--- src/rtl/em4100_pkg.sv ---
// EM4100 frame constants and pure helpers shared by the encoder and decoder.
// Frame vectors keep the first transmitted bit in bit [FRAME_BITS-1].
package em4100_pkg;

  localparam int unsigned FRAME_BITS  = 64;
  localparam int unsigned HEADER_BITS = 9;
  localparam int unsigned ROWS        = 10;
  localparam int unsigned ROW_DATA    = 4;
  localparam int unsigned DATA_W      = 40;
  localparam int unsigned HB_BITS     = 2 * FRAME_BITS;

  typedef logic [FRAME_BITS-1:0] frame_t;
  typedef logic [DATA_W-1:0]     payload_t;

  // Even parity over every 5-bit row and over each data column with its column bit.
  function automatic logic em4100_parity_ok(input frame_t bits);
    logic                ok;
    logic [ROW_DATA-1:0] col;
    ok  = 1'b1;
    col = bits[4:1];
    for (int r = 0; r < int'(ROWS); r++) begin
      ok  = ok & ~(^bits[54-5*r -: 5]);
      col = col ^ bits[54-5*r -: 4];
    end
    return ok & (col == '0);
  endfunction

  // Row data nibbles in transmit order, first data bit lands in the MSB.
  function automatic payload_t em4100_extract(input frame_t bits);
    payload_t p;
    p = '0;
    for (int r = 0; r < int'(ROWS); r++) begin
      p[39-4*r -: 4] = bits[54-5*r -: 4];
    end
    return p;
  endfunction

endpackage

--- src/rtl/em4100_half_bit_sampler.sv ---
// Synchronises the Manchester line and strobes once per half-bit at mid-period,
// re-phasing on every line edge and free-running through long runs.
module em4100_half_bit_sampler #(
  parameter int unsigned HALF_BIT_CYCLES = 32,
  parameter int unsigned SYNC_STAGES     = 2
) (
  input  logic clk,
  input  logic rst_n,
  input  logic en_i,
  input  logic d_i,
  output logic strobe_o,
  output logic sample_o
);

  localparam int unsigned CNT_W = $clog2(HALF_BIT_CYCLES);

  logic [SYNC_STAGES-1:0] sync_q, sync_d;
  logic                   ds_prev_q, ds_prev_d;
  logic [CNT_W-1:0]       cnt_q, cnt_d;
  logic                   strobe_q, strobe_d;
  logic                   edge_c;

  always_comb begin
    sync_d    = {sync_q[SYNC_STAGES-2:0], d_i};
    ds_prev_d = sync_q[SYNC_STAGES-1];
    edge_c    = sync_q[SYNC_STAGES-1] ^ ds_prev_q;
    cnt_d     = cnt_q + CNT_W'(1);
    if (!en_i || edge_c || (cnt_q == CNT_W'(HALF_BIT_CYCLES - 1))) begin
      cnt_d = '0;
    end
    // Registered so strobe_o is high exactly while cnt_q sits at mid half-bit.
    strobe_d = en_i && (cnt_d == CNT_W'(HALF_BIT_CYCLES / 2));
  end

  always_ff @(posedge clk) begin
    if (!rst_n) begin
      sync_q    <= '0;
      ds_prev_q <= 1'b0;
      cnt_q     <= '0;
      strobe_q  <= 1'b0;
    end else begin
      sync_q    <= sync_d;
      ds_prev_q <= ds_prev_d;
      cnt_q     <= cnt_d;
      strobe_q  <= strobe_d;
    end
  end

  assign strobe_o = strobe_q;
  assign sample_o = sync_q[SYNC_STAGES-1];

endmodule

--- src/rtl/em4100_rx.sv ---
// EM4100 receiver: half-bit shift register, sliding frame alignment and checks,
// registered payload plus one-cycle valid / frame_err strobes.
module em4100_rx
  import em4100_pkg::*;
#(
  parameter int unsigned HALF_BIT_CYCLES = 32,
  parameter int unsigned SYNC_STAGES     = 2
) (
  input  logic              clk,
  input  logic              rst_n,
  input  logic              en,
  input  logic              d,
  output logic [DATA_W-1:0] data,
  output logic              valid,
  output logic              frame_err
);

  localparam logic [7:0] HB_FULL = 8'(HB_BITS);

  logic               strobe, sample;
  logic [HB_BITS-1:0] hb_q, hb_d;
  logic [7:0]         hb_cnt_q, hb_cnt_d;
  logic               chk_q, chk_d;
  payload_t           data_q, data_d;
  logic               valid_q, valid_d;
  logic               ferr_q, ferr_d;
  frame_t             frame_c;
  logic               legal_c, aligned_c;

  em4100_half_bit_sampler #(
    .HALF_BIT_CYCLES(HALF_BIT_CYCLES),
    .SYNC_STAGES    (SYNC_STAGES)
  ) u_sampler (
    .clk     (clk),
    .rst_n   (rst_n),
    .en_i    (en),
    .d_i     (d),
    .strobe_o(strobe),
    .sample_o(sample)
  );

  // First half of each pair is the bit value; the second half must differ.
  always_comb begin
    frame_c = '0;
    legal_c = 1'b1;
    for (int k = 0; k < int'(FRAME_BITS); k++) begin
      frame_c[63-k] = hb_q[127-2*k];
      legal_c       = legal_c & (hb_q[127-2*k] ^ hb_q[126-2*k]);
    end
    aligned_c = chk_q && (hb_cnt_q == HB_FULL) && legal_c &&
                (&frame_c[FRAME_BITS-1 -: HEADER_BITS]) && !frame_c[0];
  end

  always_comb begin
    hb_d     = hb_q;
    hb_cnt_d = hb_cnt_q;
    data_d   = data_q;
    valid_d  = 1'b0;
    ferr_d   = 1'b0;
    chk_d    = en && strobe;
    if (!en) begin
      hb_cnt_d = '0;
    end else begin
      if (strobe) begin
        hb_d     = {hb_q[HB_BITS-2:0], sample};
        hb_cnt_d = (hb_cnt_q == HB_FULL) ? HB_FULL : hb_cnt_q + 8'd1;
      end
      // Evaluated only the cycle after a shift, so each window yields at most one pulse.
      if (aligned_c) begin
        if (em4100_parity_ok(frame_c)) begin
          data_d   = em4100_extract(frame_c);
          valid_d  = 1'b1;
          hb_cnt_d = '0;
        end else begin
          ferr_d = 1'b1;
        end
      end
    end
  end

  always_ff @(posedge clk) begin
    if (!rst_n) begin
      hb_q     <= '0;
      hb_cnt_q <= '0;
      chk_q    <= 1'b0;
      data_q   <= '0;
      valid_q  <= 1'b0;
      ferr_q   <= 1'b0;
    end else begin
      hb_q     <= hb_d;
      hb_cnt_q <= hb_cnt_d;
      chk_q    <= chk_d;
      data_q   <= data_d;
      valid_q  <= valid_d;
      ferr_q   <= ferr_d;
    end
  end

  assign data      = data_q;
  assign valid     = valid_q;
  assign frame_err = ferr_q;

endmodule

--- config.mk ---
export PLATFORM = sky130hd
export DESIGN_NAME = em4100_rx
export DESIGN_NICKNAME = d
export VERILOG_FILES = /design/src/rtl/em4100_pkg.sv /design/src/rtl/em4100_half_bit_sampler.sv /design/src/rtl/em4100_rx.sv
export SDC_FILE = /design/constraint.sdc
export NUM_CORES = 1
export LEC_CHECK = 0
export ABC_AREA = 1
export CORE_AREA = 2 2 139 141
export CTS_CLUSTER_SIZE = 40
export DETAILED_ROUTE_END_ITERATION = 12
export DIE_AREA = 0 0 141 143
export GPL_ROUTABILITY_DRIVEN = 0
export PLACE_DENSITY = 0.67
export SYNTH_ARGS = -nofsm -noshare
export SYNTH_HDL_FRONTEND = slang
export SYNTH_SLANG_ARGS = --single-unit
--- constraint.sdc ---
create_clock -name clk -period 6 [get_ports clk]
set_clock_uncertainty 0.1 [all_clocks]
set_input_delay 1.2 -clock clk [delete_from_list [all_inputs] [get_ports clk]]
set_output_delay 1.2 -clock clk [all_outputs]
set_load 0.02 [all_outputs]
# Yosys cells after proc, flatten, opt, wreduce, memory -nomap -nowiden
# Index checks and enable logic that the tools add are counted.
# op_classes
n_addsub	2
n_eq_ne	3
muxes	7
bitwise_logic	158
reduce_logical	26
# ops
op	n
bitwise AND 1 bit	73
XOR 1 bit	65
XOR reduction 5 bit	10
XOR 4 bit	10
2-to-1 mux 8 bit	4
== test 5 bit (second input constant)	2
NOT 1 bit	10
AND reduction 9 bit	1
adder 8 x 1 -> 8 bit (second input constant)	1
== test 8 bit (second input constant)	1
logical AND 1 bit	6
AND reduction 3 bit	2
adder 5 x 1 -> 5 bit (second input constant)	1
2-to-1 mux 5 bit	1
logical NOT 4 bit	1
AND reduction 2 bit	2
logical NOT 1 bit	2
logical OR 1 bit	2
2-to-1 mux 1 bit	2
# word_totals
ff_bits	188
inputBits	4
output_inout_bits	42

# Longest topological paths before layout
# Gate-level depths: netlist of run 1.
# logic_depth
depth_word	68
mapped_depth	19
ltp_nobuf	17

# By module
# From an unflattened synthesis of run 1, not the netlist that was laid out.
# unflattened
hier_cells	1289
area_unflattened_um2	9019.9
# by_module_without_submodules
module	instances	cells_per_inst	area_each_um2
em4100_rx	1	1240	8632.0
em4100_half_bit_sampler	1	49	387.9

# Worst setup path after synthesis of run 1
# OpenSTA, ideal clock, no wires.
# synth_timing
path_type	input to register
from	input port en
to	register hb_q[42]
arrival_ps	2005
required_ps	5772
setup_slack_ps	3767
cell_stages	5
path_buffers	2
path_cell_list	nand2_1 inv_2 clkbuf_1 clkbuf_1 a21oi_1
# synth_between
elab_chain_cells	1
# synth_lines
item	line	text
start: declaration	em4100_rx.sv:11	input logic en,
AND reduction 2 bit (no line)	n/a	
end signal: assignment	em4100_rx.sv:83	hb_q <= '0;
end signal: assignment	em4100_rx.sv:90	hb_q <= hb_d;
end: declaration	em4100_rx.sv:21	logic [HB_BITS-1:0] hb_q, hb_d;
# Every way passes these cells.
# A chain may end at the register's enable or synchronous reset.

# Worst setup path in the final report of run 1
# layout_timing
from	register hb_q[103]
to	register data_q[3] (netlist: data[3])
# layout_between
elab_chain_cells	57
# layout_lines
item	line	text
XOR 1 bit	em4100_rx.sv:48	legal_c = legal_c & (hb_q[127-2*k] ^ hb_q[126-2*k]);
bitwise AND 1 bit (52 in a row)	em4100_rx.sv:48	
logical AND 1 bit (2 in a row)	em4100_rx.sv:50	aligned_c = chk_q && (hb_cnt_q == HB_FULL) && legal_c &&
logical AND 1 bit	em4100_rx.sv:51	(&frame_c[FRAME_BITS-1 -: HEADER_BITS]) && !frame_c[0];
AND reduction 3 bit (no line) (*)	n/a	
end signal: assignment	em4100_rx.sv:93	data_q <= data_d;
end: declaration	em4100_rx.sv:24	payload_t data_q, data_d;
# Mark *: on every way between the ends. The rest lies on a longest branch, timed or not.

==> run_results.csv, run 1 <==
group,metric,value,unit
flow_run,maxCapViolations,0,
setup_path,cp_cell_sequence,"inv_1 > nand2_1 > nand2_1 > nand2_1 > nand3_1 > nand2_1 > inv_2 > nand2_1 > nand2_1 > nor2_1 > nand2_1 > nor2_2 > nand4_1 > buf_4 > nor2_1 > nor2_1",
floorplanning,fp-row-count,50,
grt,groute.usage.overall,23.48,%
clock_tree,cts_resized,0,
clock_tree,htree_levels,4,
setup_path,crit_top_cell,"nand2_1",
synth,yosysTopAreaCell,"dfxtp_1",
setup_path,critPathTopFamily,"simple AND/OR/NAND/NOR gates",
setup_path,crit_fanout,31,
grt,grt_pass1_wl,37.46,mm
place,placed_area,9604,um^2
synth,ys.flop_type,"dfxtp_1",
synth,ys_types,32,
sta,timing.final.max_slew_violations,0,
setup_path,critPathArrivalTime,3530,ps
sta,setup_viol,0,
synth,synth_nets,1381,
clock_tree,clk_pin_slew,70,ps
setup_path,r2r_end,"data[3]",
grt,first_global_vias,7324,
grt,grt_remaining_overflow,0,
routing,dr_total_vias,8218,
routing,wl_per_cell,14.17,um
status,outcome,"finished, final reports clean",
setup_path,critical_path_class,"flop to flop",
routing,first_pass_iters,5,
sta,finalCriticalPeriod,3305,ps
synth,synth_edf_count,0,
min_path,hold_depth,2,
pwr,ir_drop,0.0002029,V
setup_path,slowest_stage,"dfxtp_1",
sta,tns,0,ps
synth,avgSynthCellArea,6.687,um^2
setup_path,r2r_start,"hb_q[103]",
clock_tree,cts.path.max_buffers,2,
sta,period_share,55.08,%
place,dp_hpwl,15.67,mm
synth,synth_top_area_share,40.99,%
setup_path,reg2reg_depth,16,
min_path,min_from,"u_sampler.sync_q[0]",
grt,grt_max_degree,129,
grt,antenna_found_initial,1,
clock_tree,cts_tree,"done",
clock_tree,clock_latency,440,ps
sta,slew_headroom,19.54,%
clock_tree,postCtsSetupBuffers,0,
floorplanning,coreArea,18580,um^2
sta,hold_slack,314.0,ps
routing,drt_iter0_drc,679,
min_path,hold_class,"flop to flop",
synth,yosysSeqAreaShare,40.99,%
synth,synth_area_leaders,"dfxtp_1, nand2_1, nor2_1, o21ai_0, a21oi_1",
setup_path,cp-end-kind,"flop",
finish,fin_area,10170,um^2
finish,syn_to_final_growth,10.77,%
setup_path,r2r_slack,2700,ps
floorplanning,num_io_pins,46,
floorplanning,die_x,141,um
pwr,cellLeakagePower,4.628,nW
floorplanning,dieArea,20160,um^2
setup_path,slowest_delay,640,ps
pwr,power_density,234.4,nW/um^2
setup_path,critPathBufInv,3,
synth,synth.top_cells.by_count,"nand2_1, nor2_1, dfxtp_1, o21ai_0, inv_1",
finish,nNetsFinal,1372,
synth,ys_seq_elements,188,
routing,drt_wl_total,22.85,mm
routing,ant_nets,0,
routing,drc,0,
synth,syn_inst,1373,
floorplanning,die_y,143,um
sta,hold_viol,0,
sta,fmax,0.3026,GHz
finish,drive_gt1_share,4.503,%
synth,yosysWarnings,0,
setup_path,worst_setup_path_start_kind,"flop",
synth,async_flop_share,0,%
floorplanning,start_util,49.41,%
place,io_buffers,45,
synth,synthMostInstantiatedCell,"nand2_1",
clock_tree,cts-root-buf,"clkbuf_16",
clock_tree,numCtsBuffers,17,
setup_path,crit_required,6230,ps
sta,tightest_slew,1207,ps
clock_tree,ctsHoldBuffers,0,
min_path,holdPathEnd,"u_sampler.sync_q[1]",
synth,synth_area,9181,um^2
routing,via_per_inst,5.098,
sta,rsz0062_at_grt,"false",
clock_tree,cts_sinks,188,
[registers in the layout, indices dropped and copies added, names as in the netlist]
signal               flops
u_sampler.ds_prev_q      1
data                    40
u_sampler.cnt_q          5
hb_q                   128
hb_cnt_q                 8
u_sampler.sync_q         2
u_sampler.strobe_o       1
chk_q                    1
frame_err                1
valid                    1
[final cells by class]
type                       instances  area (um^2)
antenna                            1        2.502
clock buffer                      22        474.2
clock inverter                    10        88.84
fill                            1866         8411
inverter                         143        536.8
multi-input combinational        964         4526
sequential                       188         3764
tap                              234        292.8
timing repair buffer              50        485.5
[tightest hold or removal path, stage by stage, from the launching register on]
cell and delay (ps):
dfxtp_1 310, nand2_1 50, inv_1 40
[per-layer routing]
layer | global-route usage (%) | vias to the layer above | routed length (um)
met4 | 8.158 | 0 | 502
met1 | 32.50 | 3688 | 10960
li1 | - | 4265 | -
met2 | 36.05 | 226 | 10010
met3 | 5.533 | 39 | 1378
met5 | 0 | - | 0
[placed cells by master, fill, tap and decap left out, types with 2 or more instances in the layout]
cell / n
or2_2: 2
nor3_1: 8
inv_2: 19
xor2_1: 50
o21ai_0: 128
ha_1: 4
nand3_1: 50
a21oi_1: 96
nor2_2: 2
buf_4: 6
clkdlybuf4s50_1: 44
nor2_1: 247
dfxtp_1: 188
inv_1: 124
clkinvlp_4: 4
clkinv_2: 4
nor4_1: 4
nand3b_1: 7
clkbuf_1: 2
nand4_1: 17
xnor2_1: 26
nand2_1: 312
clkbuf_16: 17
clkbuf_8: 3
[through the flow]
stage	utilization [%]	setup WS, ps	power, mW	cells
after floorplan	-	3767	1.306	1373
after global placement	51.69	2376	1.315	1579
after detailed placement	51.69	2293	1.315	1579
after CTS	54.72	2701	2.398	1611
after global routing	54.72	2393	2.455	1611
final	54.73	2695	2.384	1612
[worst max path at each step]
stage               slack (ps)  endpoint  cells after the start       from
detailed placement        2290  data[30]                      7         en
floorplan                 3770  hb_q[42]                      5         en
finish                    2700   data[3]                     16  hb_q[103]
CTS                       2700   data[3]                     16  hb_q[103]
global placement          2380   data[9]                      7      rst_n
global route              2390  data[17]                     16  hb_q[103]
[where the power goes]
group / total [mW] / switching [mW] / internal, mW / leakage [nW]
Clock: 1.10 / 0.494 / 0.603 / 0.268
Sequential: 1.25 / 0.000867 / 1.25 / 1.51
Combinational: 0.0368 / 0.0269 / 0.00983 / 2.85
[cells by family after synthesis]
kind of cell	share of synthesized area [%]
simple gates	28.84
buf+inv	9.798
flops	40.99
xor+xnor	7.250
fa+ha+maj	0.5451
compound gates	12.58
Note: power is estimated with default switching activity, not from simulation.
==> run 2, diff against run 1 <==
==> constraint.sdc (replaced) <==
create_clock -name clk -period 3.1 [get_ports clk]
set_clock_uncertainty 0.1 [all_clocks]
set_input_delay 0.62 -clock clk [delete_from_list [all_inputs] [get_ports clk]]
set_output_delay 0.62 -clock clk [all_outputs]
set_load 0.02 [all_outputs]
==> run_results.csv, run 2 (synthesis gave the netlist of run 1 again) <==
group,metric,value,unit
sta,tns,0,ps
floorplanning,coreArea,18580,um^2
clock_tree,ctsHoldBuffers,0,
setup_path,crit_required,3330,ps
sta,period_share,79.18,%
sta,hold_viol,0,
finish,mostFrequentLayoutCell,"nand2_1",
place,io_buffers,45,
finish,diodes,0,
clock_tree,cts_resized,0,
finish,drive_gt1_share,4.345,%
routing,drt_wl_total,23.48,mm
finish,fillers,1836,
finish,final_cell_mix,"nand2_1, nor2_1, dfxtp_1",
clock_tree,cts-root-buf,"clkbuf_16",
sta,rsz0062_at_grt,"false",
sta,fmax,0.4074,GHz
setup_path,cp-end-kind,"flop",
routing,first_pass_iters,5,
finish,top_register,"hb_q",
clock_tree,cts_tree,"done",
routing,drc,0,
setup_path,crit_fanout,20,
sta,slew_headroom,48.30,%
sta,timing.final.max_slew_violations,0,
grt,grt_pass1_wl,38.44,mm
routing,drt_iter0_drc,789,
place,dp_hpwl,15.91,mm
finish,multi_input_area,4526,um^2
pwr,power_density,460.1,nW/um^2
sta,setup_viol,0,
clock_tree,postCtsSetupBuffers,0,
finish,largest_reg_flops,128,
routing,wl_met3,1.308,mm
grt,groute.usage.overall,24.04,%
grt,grt_remaining_overflow,0,
routing,highest_layer,"met4",
floorplanning,start_util,49.41,%
floorplanning,dieArea,20160,um^2
grt,grt_max_degree,174,
pwr,cellLeakagePower,4.676,nW
setup_path,critPathArrivalTime,2680,ps
setup_path,critical_path_class,"flop to flop",
clock_tree,numCtsBuffers,17,
floorplanning,die_y,143,um
routing,dr_total_vias,8320,
grt,antenna_found_initial,0,
clock_tree,cts_sinks,188,
clock_tree,cts.path.max_buffers,2,
min_path,hold_class,"flop to flop",
floorplanning,die_x,141,um
routing,wl_per_cell,14.54,um
finish,nNetsFinal,1376,
clock_tree,clk_pin_slew,70,ps
routing,ant_nets,0,
floorplanning,fp-row-count,50,
finish,syn_to_final_growth,11.77,%
routing,met1_length,11.01,mm
status,outcome,"finished, final reports clean",
clock_tree,clock_latency,440,ps
grt,first_global_vias,7592,
sta,finalCriticalPeriod,2455,ps
clock_tree,htree_levels,4,
setup_path,r2r_slack,650,ps
finish,seqCellArea,3764,um^2
setup_path,worst_setup_path_start_kind,"flop",
routing,via_per_inst,5.152,
sta,tightest_slew,775.5,ps
finish,fin_area,10260,um^2
flow_run,maxCapViolations,0,
pwr,ir_drop,0.0003992,V
routing,met2_wirelength,10.40,mm
place,placed_area,9672,um^2
floorplanning,num_io_pins,46,
run 2: per-layer routing:
metal / global-route usage (%) / up-vias
met5: 0 / -
met4: 10.58 / 0
met3: 3.856 / 51
met2: 37.59 / 241
met1: 32.96 / 3742
li1: - / 4286
run 2: cell type report:
type	instances	area share (%)
multi-input combinational	964	44.10
sequential	188	36.67
timing repair buffer	54	5.389
inverter	143	5.230
clock buffer	27	4.706
tap	234	2.853
clock inverter	5	1.049
run 2: power by group:
group | internal (mW) | total, mW | switching [mW]
registers | 2.42 | 2.42 | 0.00165
clock network | 1.32 | 2.23 | 0.911
logic | 0.0207 | 0.0746 | 0.0538
run 2: final timing paths:
path,startpoint,cells past startpoint,to
setup reg to reg,hb_q[35],14,data[10]
hold / removal,u_sampler.sync_q[0],2,u_sampler.sync_q[1]
setup / recovery,hb_q[35],14,data[10]
hold reg to reg,u_sampler.sync_q[0],2,u_sampler.sync_q[1]
run 2: metrics by stage:
step                      util [%]  setup slack (ps)  instances  hold slack, ps  power [mW]
after floorplan                  -              1238       1373           290.5       2.528
after global placement       52.05             364.5       1583           298.5       2.548
after detailed placement     52.05             309.0       1583           301.4       2.548
after CTS                    55.23             665.1       1615           316.8       4.744
after global routing         55.23             455.4       1615           350.4       4.849
final                        55.23             645.5       1615           315.5       4.721
run 2: worst max-delay path: stages (launching register included):
cell	delay [ps]
dfxtp_1	560
inv_1	160
nand3_1	110
nand2_1	70
inv_1	60
nand2_1	130
nand2_1	110
nand2_1	60
nand3_1	70
nand2_1	60
nor2_2	210
nand4_1	150
buf_4	250
nor2_1	190
nor2_1	50
==> run 3, diff against run 2 <==
--- a/config.mk
+++ b/config.mk
@@ -11,7 +11,7 @@
 export DETAILED_ROUTE_END_ITERATION = 12
 export DIE_AREA = 0 0 141 143
 export GPL_ROUTABILITY_DRIVEN = 0
-export PLACE_DENSITY = 0.67
+export PLACE_DENSITY = 0.7
 export SYNTH_ARGS = -nofsm -noshare
 export SYNTH_HDL_FRONTEND = slang
 export SYNTH_SLANG_ARGS = --single-unit
==> constraint.sdc (replaced) <==
create_clock -name clk -period 2.1 [get_ports clk]
set_clock_uncertainty 0.1 [all_clocks]
set_input_delay 0.42 -clock clk [delete_from_list [all_inputs] [get_ports clk]]
set_output_delay 0.42 -clock clk [all_outputs]
set_load 0.02 [all_outputs]
==> run_results.csv, run 3 (synthesis gave the netlist of run 1 again) <==
group,metric,value,unit
grt,grt_remaining_overflow,0,
floorplanning,fp-row-count,50,
grt,antenna_found_initial,0,
clock_tree,ctsHoldBuffers,0,
clock_tree,htree_levels,4,
finish,fin_area,12270,um^2
setup_path,cp-end-kind,"flop",
floorplanning,start_util,49.41,%
finish,fin_cells,1763,
finish,nNetsFinal,1524,
sta,period_share,110.3,%
grt,first_global_vias,8272,
clock_tree,cts.path.max_buffers,2,
pwr,ir_drop,0.0004797,V
clock_tree,cts_sinks,188,
sta,setup_viol,46,
finish,mostFrequentLayoutCell,"nand2_1",
min_path,min_from,"rst_n",
setup_path,crit_required,2370,ps
sta,tightest_slew,412.3,ps
setup_path,cp_cell_sequence,"xor2_1 > nand2_1 > nor2_1 > nand2_1 > nor2_1 > nand3_2 > nor3_4 > nand3_4 > clkbuf_16 > nand2_1 > inv_1 > nor2_1",
setup_path,slowest_delay,420,ps
finish,final_cell_mix,"nand2_1, nor2_1, dfxtp_1",
routing,first_pass_iters,6,
floorplanning,num_io_pins,46,
finish,fillers,1572,
floorplanning,coreArea,18580,um^2
setup_path,critPathBufInv,2,
floorplanning,die_y,143,um
sta,fmax,0.4319,GHz
finish,largest_reg_flops,128,
place,dpl.cell_count,1719,
setup_path,critPathArrivalTime,2590,ps
setup_path,r2r_end,"data[10]",
min_path,hold_depth,3,
setup_path,critical_path_class,"flop to flop",
clock_tree,numCtsBuffers,17,
status,outcome,"complete, but fails checks",
place,dp_hpwl,17.49,mm
finish,multi_input_area,5012,um^2
finish,drive_gt1_share,24.33,%
sta,finalCriticalPeriod,2315,ps
sta,timing.final.max_slew_violations,0,
setup_path,worst_setup_path_start_kind,"flop",
pwr,cellLeakagePower,5.619,nW
setup_path,slowest_stage,"dfxtp_2",
setup_path,critPathTopFamily,"simple AND/OR/NAND/NOR gates",
finish,syn_to_final_growth,33.61,%
setup_path,r2r_start,"hb_q[13]",
flow_run,maxCapViolations,0,
grt,grt_max_degree,101,
clock_tree,cts-root-buf,"clkbuf_16",
sta,fin_ws,-215.5,ps
setup_path,r2r_slack,-220,ps
routing,ant_nets,0,
sta,rsz0062_at_grt,"true",
status,violations,"negative setup slack",
min_path,hold_class,"input pin to flop",
pwr,power_density,604.7,nW/um^2
finish,top_register,"hb_q",
clock_tree,clk_pin_slew,70,ps
setup_path,reg2reg_depth,12,
grt,groute.usage.overall,25.50,%
sta,tns,-7229,ps
place,io_buffers,45,
setup_path,crit_fanout,14,
routing,drc,0,
finish,final_util,66.02,%
place,placed_area,10770,um^2
routing,wl_per_cell,14.93,um
sta,hold_viol,0,
finish,diodes,0,
routing,dr_total_vias,9107,
min_path,holdPathEnd,"hb_q[3]",
grt,grt_pass1_wl,40.78,mm
sta,slew_headroom,72.52,%
floorplanning,die_x,141,um
routing,drt_wl_total,26.32,mm
routing,via_per_inst,5.166,
clock_tree,clock_latency,440,ps
clock_tree,cts_tree,"done",
routing,drt_iter0_drc,911,
finish,seqCellArea,3866,um^2
floorplanning,dieArea,20160,um^2
run 3: cell types whose count changed in the layout (fill, tap and decap cells not counted), sizes merged:
cell	before	now
buf	10	154
clkbuf	27	23
bufinv	3	6
clkinvlp	0	3
inv	143	146
clkinv	2	1
run 3: what timing repair did:
item	4_1_cts	5_1_grt
pin swaps	9	28
gates resized for setup	83	130
setup endpoints to repair	45	46
gates cloned	1	4
buffers inserted	3	5
run 3: layer usage:
layer	global-route usage, %	routed length (um)	share of wire, %	vias to the layer above
met5	0	0	0	-
met2	41.75	12190	46	340
met3	4.494	1821	6.9	59
met4	9.368	839	3.2	0
met1	33.94	11470	44	4130
li1	-	-	-	4578
run 3: report_power, final:
group | switching (mW) | total (mW) | internal [mW]
Combinational | 0.0842 | 0.120 | 0.0354
Sequential | 0.00243 | 3.54 | 3.54
Clock | 1.45 | 3.75 | 2.31
Total | 1.53 | 7.42 | 5.88
run 3: cell type report:
cell class	count	share of cell area [%]
multi-input combinational	964	40.86
sequential	188	31.52
timing repair buffer	202	15.22
inverter	143	4.417
clock buffer	19	3.692
tap	234	2.387
clock inverter	13	1.907
run 3: per-stage QoR:
stage	hold WS [ps]	setup slack, ps	total power [mW]
2_1_floorplan	290.5	237.8	3.732
3_3_place_gp	295.5	-108.9	3.765
3_5_place_dp	300.8	-133.3	3.767
4_1_cts	188.4	-37.99	7.450
5_1_grt	223.4	-329.1	7.603
6_report	202.2	-215.5	7.417
run 3: worst max path at each step:
stage,from,endpoint,slack [ps],cells past startpoint
global route,hb_q[63],data[10],-330,19
global placement,hb_q[69],frame_err,-110,14
floorplan,hb_q[69],data[33],240,17
detailed placement,hb_q[63],data[37],-130,11
CTS,hb_q[43],data[37],-40,17
finish,hb_q[13],data[10],-220,12
run 3: worst reg2reg max path: stages, from the launching register on:
cell       delay, ps
dfxtp_2          420
xor2_1           320
nand2_1           90
nor2_1            90
nand2_1           90
nor2_1           150
nand3_2          120
nor3_4           240
nand3_4          190
clkbuf_16        240
nand2_1           60
inv_1             40
nor2_1           100
==> RTL edit 1, RTL diff (config.mk and constraints of run 3) <==
Make the reset (`rst_n`) asynchronous in 2 clocked blocks.
--- a/src/rtl/em4100_half_bit_sampler.sv
+++ b/src/rtl/em4100_half_bit_sampler.sv
@@ -34,3 +34,3 @@
 
-  always_ff @(posedge clk) begin
+  always_ff @(posedge clk or negedge rst_n) begin
     if (!rst_n) begin
--- a/src/rtl/em4100_rx.sv
+++ b/src/rtl/em4100_rx.sv
@@ -80,3 +80,3 @@
 
-  always_ff @(posedge clk) begin
+  always_ff @(posedge clk or negedge rst_n) begin
     if (!rst_n) begin
Formal check against the unedited RTL: same outputs for any inputs over 10 cycles, from zero or initial values and one cycle with rst_n low; that may be too few to reach the edited logic, so the function may still have changed.
==> RTL edit 1 against run 3 <==
The flow still finishes with violations (setup timing); setup slack better by 0.017 ns; via count rose by 0.45%; area after synthesis is 6.1% higher; largest cell class is now sequential cells; cell area rose by 0.24%; critical endpoint is now data[14]; non-clock buffer count shrank 36; routed wire length is 12% higher; sequential cell count unchanged; total power decreased by 7.4%; clock power shrank 17%.
==> RTL edit 1: results (changes against run 3) <==
| Metric | Value |
|---|---|
| Status | `complete, but fails checks (unchanged)` |
| Failing checks | `setup timing (unchanged)` |
| DRT iter0 DRCs | `960 (was 911)` |
| Setup slack after layout | `-0.198 ns (was -0.215 ns)` |
| Final setup viols | `46 (unchanged)` |
| FF-to-FF End | `data[14] (was data[10])` |
| Worst Hold Path EP | `u_sampler.sync_q[1] (was hb_q[3])` |
| Maximum number of pins on one net before global-route repair | `105 (was 101)` |
| Reg-to-reg critical path startpoint | `hb_q[57] (was hb_q[13])` |
| Vias in the first global route | `8365 (was 8272)` |
| Overall global routing resource usage | `27.6% (was 25.5%)` |
| M1 WL | `12.3 mm (was 11.5 mm)` |
| Hold_buf cts | `1 (was 0)` |
| Measured slew at the worst slew-check pin | `0.607 ns (was 0.412 ns)` |
| Post-DP HPWL | `19.0 mm (was 17.5 mm)` |
| Pleak | `6.16 nW (was 5.62 nW)` |
| Layout cells sized above 1 | `19.6% (was 24.3%)` |
| Final layout net count | `1409 (was 1524)` |
| Sw Share | `24.0% (was 20.7%)` |
| Largest stage delay, worst path | `0.45 ns (was 0.42 ns)` |
| Top cells by area, synth | `dfrtp_1, nand2_1, o21ai_0 (was dfxtp_1, nand2_1, nor2_1)` |
| Critical Path Fanout Max | `10 (was 14)` |
| Crit. Startpoint | `hb_q[57] (was hb_q[13])` |
| Post-synthesis sequential area ratio | `48.3% (was 41.0%)` |
| WHS Path Cells | `0 (was 3)` |
| Unique cell type count in the Yosys netlist | `34 (was 32)` |
RTL edit 1: layout make-up:
cell class | count | area (um2)
Inverter | 107 | 404
Timing Repair Buffer | 166 | 1720
Fill cell | 1510 | 6280
Clock buffer | 18 | 429
Multi-Input combinational cell | 921 | 4590
Clock inverter | 14 | 130
Tap cell | 234 | 293
Sequential cell | 188 | 4730
RTL edit 1: per-stage QoR:
step                      instance area (um2)  instances  worst slack, ns  hold WS, ns  util [%]
after global routing                    12300       1648           -0.306        0.272      66.2
after floorplan                          9740       1276            0.228       0.0244         -
final                                   12300       1648           -0.198        0.256      66.2
after global placement                  11000       1592          -0.0923        0.235      59.3
after detailed placement                11000       1592           -0.120        0.242      59.3
after CTS                               11700       1630          -0.0543        0.258      63.1
RTL edit 1: per-layer routing:
layer,track usage (%),vias to the layer above
li1,-,4304
met1,37.3,4347
met2,45.5,403
met3,4.02,94
met4,10.4,0
met5,0,-
==> RTL edit 2, RTL diff (flow settings as in run 3) <==
Made on the original files. The package constant `HEADER_BITS` goes from 9 to 13.
--- a/src/rtl/em4100_pkg.sv
+++ b/src/rtl/em4100_pkg.sv
@@ -5,3 +5,3 @@
   localparam int unsigned FRAME_BITS  = 64;
-  localparam int unsigned HEADER_BITS = 9;
+  localparam int unsigned HEADER_BITS = 13;
   localparam int unsigned ROWS        = 10;
Formal check against the unedited RTL: no difference found for any inputs over 10 cycles, from zero or initial values and one cycle with rst_n low; that may be too few to reach the edited logic, so the function may still have changed.
==> RTL edit 2 against run 3 <==
Sequential cell count unchanged; total power down 9.2%; clock power down 19%; critical path type unchanged; setup slack better by 0.058 ns; first-iteration DRC count up 0.11%; core utilization down 2.3 points; area after synthesis down 2.4%; cell count down 6.4%; cell area down 3.5%; routed wire length down 3.0%; the flow still finishes with violations (setup timing).
==> RTL edit 2: results (changes against run 3) <==
| Metric | Value |
|---|---|
| Clock-cell share | `4.56% (was 5.60%)` |
| FILL cells | `1571 (was 1572)` |
| Multi-input combinational area share | `41.0% (was 40.9%)` |
| WL final | `25.5 mm (was 26.3 mm)` |
| Overall global routing resource usage | `24.8% (was 25.5%)` |
| CTS Buf Count | `17 (unchanged)` |
| CLK BUF | `20 (was 19)` |
| Reg-to-reg critical path startpoint | `hb_q[55] (was hb_q[13])` |
| Measured slew at the worst slew-check pin | `0.583 ns (was 0.412 ns)` |
| Place WS | `-0.288 ns (was -0.133 ns)` |
| Vias in the first global route | `8002 (was 8272)` |
| Post-synthesis sequential area ratio | `42.0% (was 41.0%)` |
| Power Combinational | `126 uW (was 120 uW)` |
| Seq area share | `32.5% (was 31.5%)` |
| Peak VDD IR | `0.570 mV (was 0.480 mV)` |
| Mean Syn Cell Area | `6.98 um2 (was 6.69 um2)` |
| Routed vias/inst | `5.29 (was 5.17)` |
| Post-DP HPWL | `16.8 mm (was 17.5 mm)` |
| Hold Crit Class | `register to register (was input port to register)` |
| Layout cells sized above 1 | `25.5% (was 24.3%)` |
| Area of the multi-input gates | `4860 um2 (was 5010 um2)` |
| Sequential Power Share | `52.8% (was 47.8%)` |
| Unique cell type count in the Yosys netlist | `29 (was 32)` |
| Synth Area in Adders | `0.559% (was 0.545%)` |
| Critical Path AT | `2.54 ns (was 2.59 ns)` |
| Critical Path Fanout Max | `7 (was 14)` |
| Post-synthesis compound-gate area fraction | `13.6% (was 12.6%)` |
| Pleak | `5.39 nW (was 5.62 nW)` |
| Largest stage delay, worst path | `0.36 ns (was 0.42 ns)` |
| Placed Cells | `1594 (was 1719)` |
| Post-CTS Repair Setup Buffers | `12 (was 3)` |
| Post-synthesis mux area share | `0% (unchanged)` |
| Setup slack after layout | `-0.158 ns (was -0.215 ns)` |
| Sequential Power | `3.55 mW (was 3.54 mW)` |
| Post-synthesis xor/xnor area fraction | `7.63% (was 7.25%)` |
| First-pass GRT wire length | `39.6 mm (was 40.8 mm)` |
| Maximum number of pins on one net before global-route repair | `78 (was 101)` |
| Final layout net count | `1413 (was 1524)` |
| Non-clk buf share | `14.9% (was 15.2%)` |
| Final setup viols | `45 (was 46)` |
| Sw Share | `22.2% (was 20.7%)` |
| Critical hold path startpoint | `u_sampler.sync_q[0] (was rst_n)` |
| Synth top cells by count | `nand2_1, dfxtp_1, o21ai_0 (was nand2_1, nor2_1, dfxtp_1)` |
| Status | `complete, but fails checks (unchanged)` |
| Bufs w/o clock | `175 (was 202)` |
| Failing checks | `setup timing (unchanged)` |
| Resize count post-CTS | `101 (was 83)` |
| Drt pass-1 iters | `5 (was 6)` |
| Synth top area share | `42.0% (was 41.0%)` |
| Post-synthesis net count | `1291 (was 1381)` |
| DRT iter0 DRCs | `912 (was 911)` |
| Layout Utilization | `63.7% (was 66.0%)` |
| Placed Area | `10300 um2 (was 10800 um2)` |
| Multi-input combinational cell count | `883 (was 964)` |
| Slowest stage cell, crit path | `dfxtp_4 (was dfxtp_2)` |
| Logic inverters | `140 (was 143)` |
| Clock H-tree levels | `4 (unchanged)` |
RTL edit 2: kinds of logic after synthesis:
logic type / count (synthesis)
simple gates: 560
compound gates: 241
buf+inv: 212
flops: 188
xor+xnor: 78
fa+ha+maj: 4
RTL edit 2: tightest hold or removal path: cells and delay by family, from the launching register on:
| family | cells | cell delay, ns |
|---|---|---|
| buf+inv | 1 | 0.04 |
| simple gates | 1 | 0.04 |
| flops | 1 | 0.31 |
RTL edit 2: path summary, 6_finish.rpt:
kind / slack, ns / endpoint / cells past startpoint
max: -0.16 / data[8] / 17
min: 0.31 / u_sampler.sync_q[1] / 2
max reg2reg: -0.16 / data[8] / 17
min reg2reg: 0.31 / u_sampler.sync_q[1] / 2
RTL edit 2: routing by layer:
| layer | part of all wire [%] | GRT usage (%) | up-vias |
|---|---|---|---|
| met2 | 47 | 40.8 | 276 |
| met3 | 5.4 | 3.39 | 61 |
| li1 | - | - | 4346 |
| met1 | 44 | 33.3 | 4049 |
| met5 | 0 | 0 | - |
| met4 | 3.6 | 9.42 | 0 |
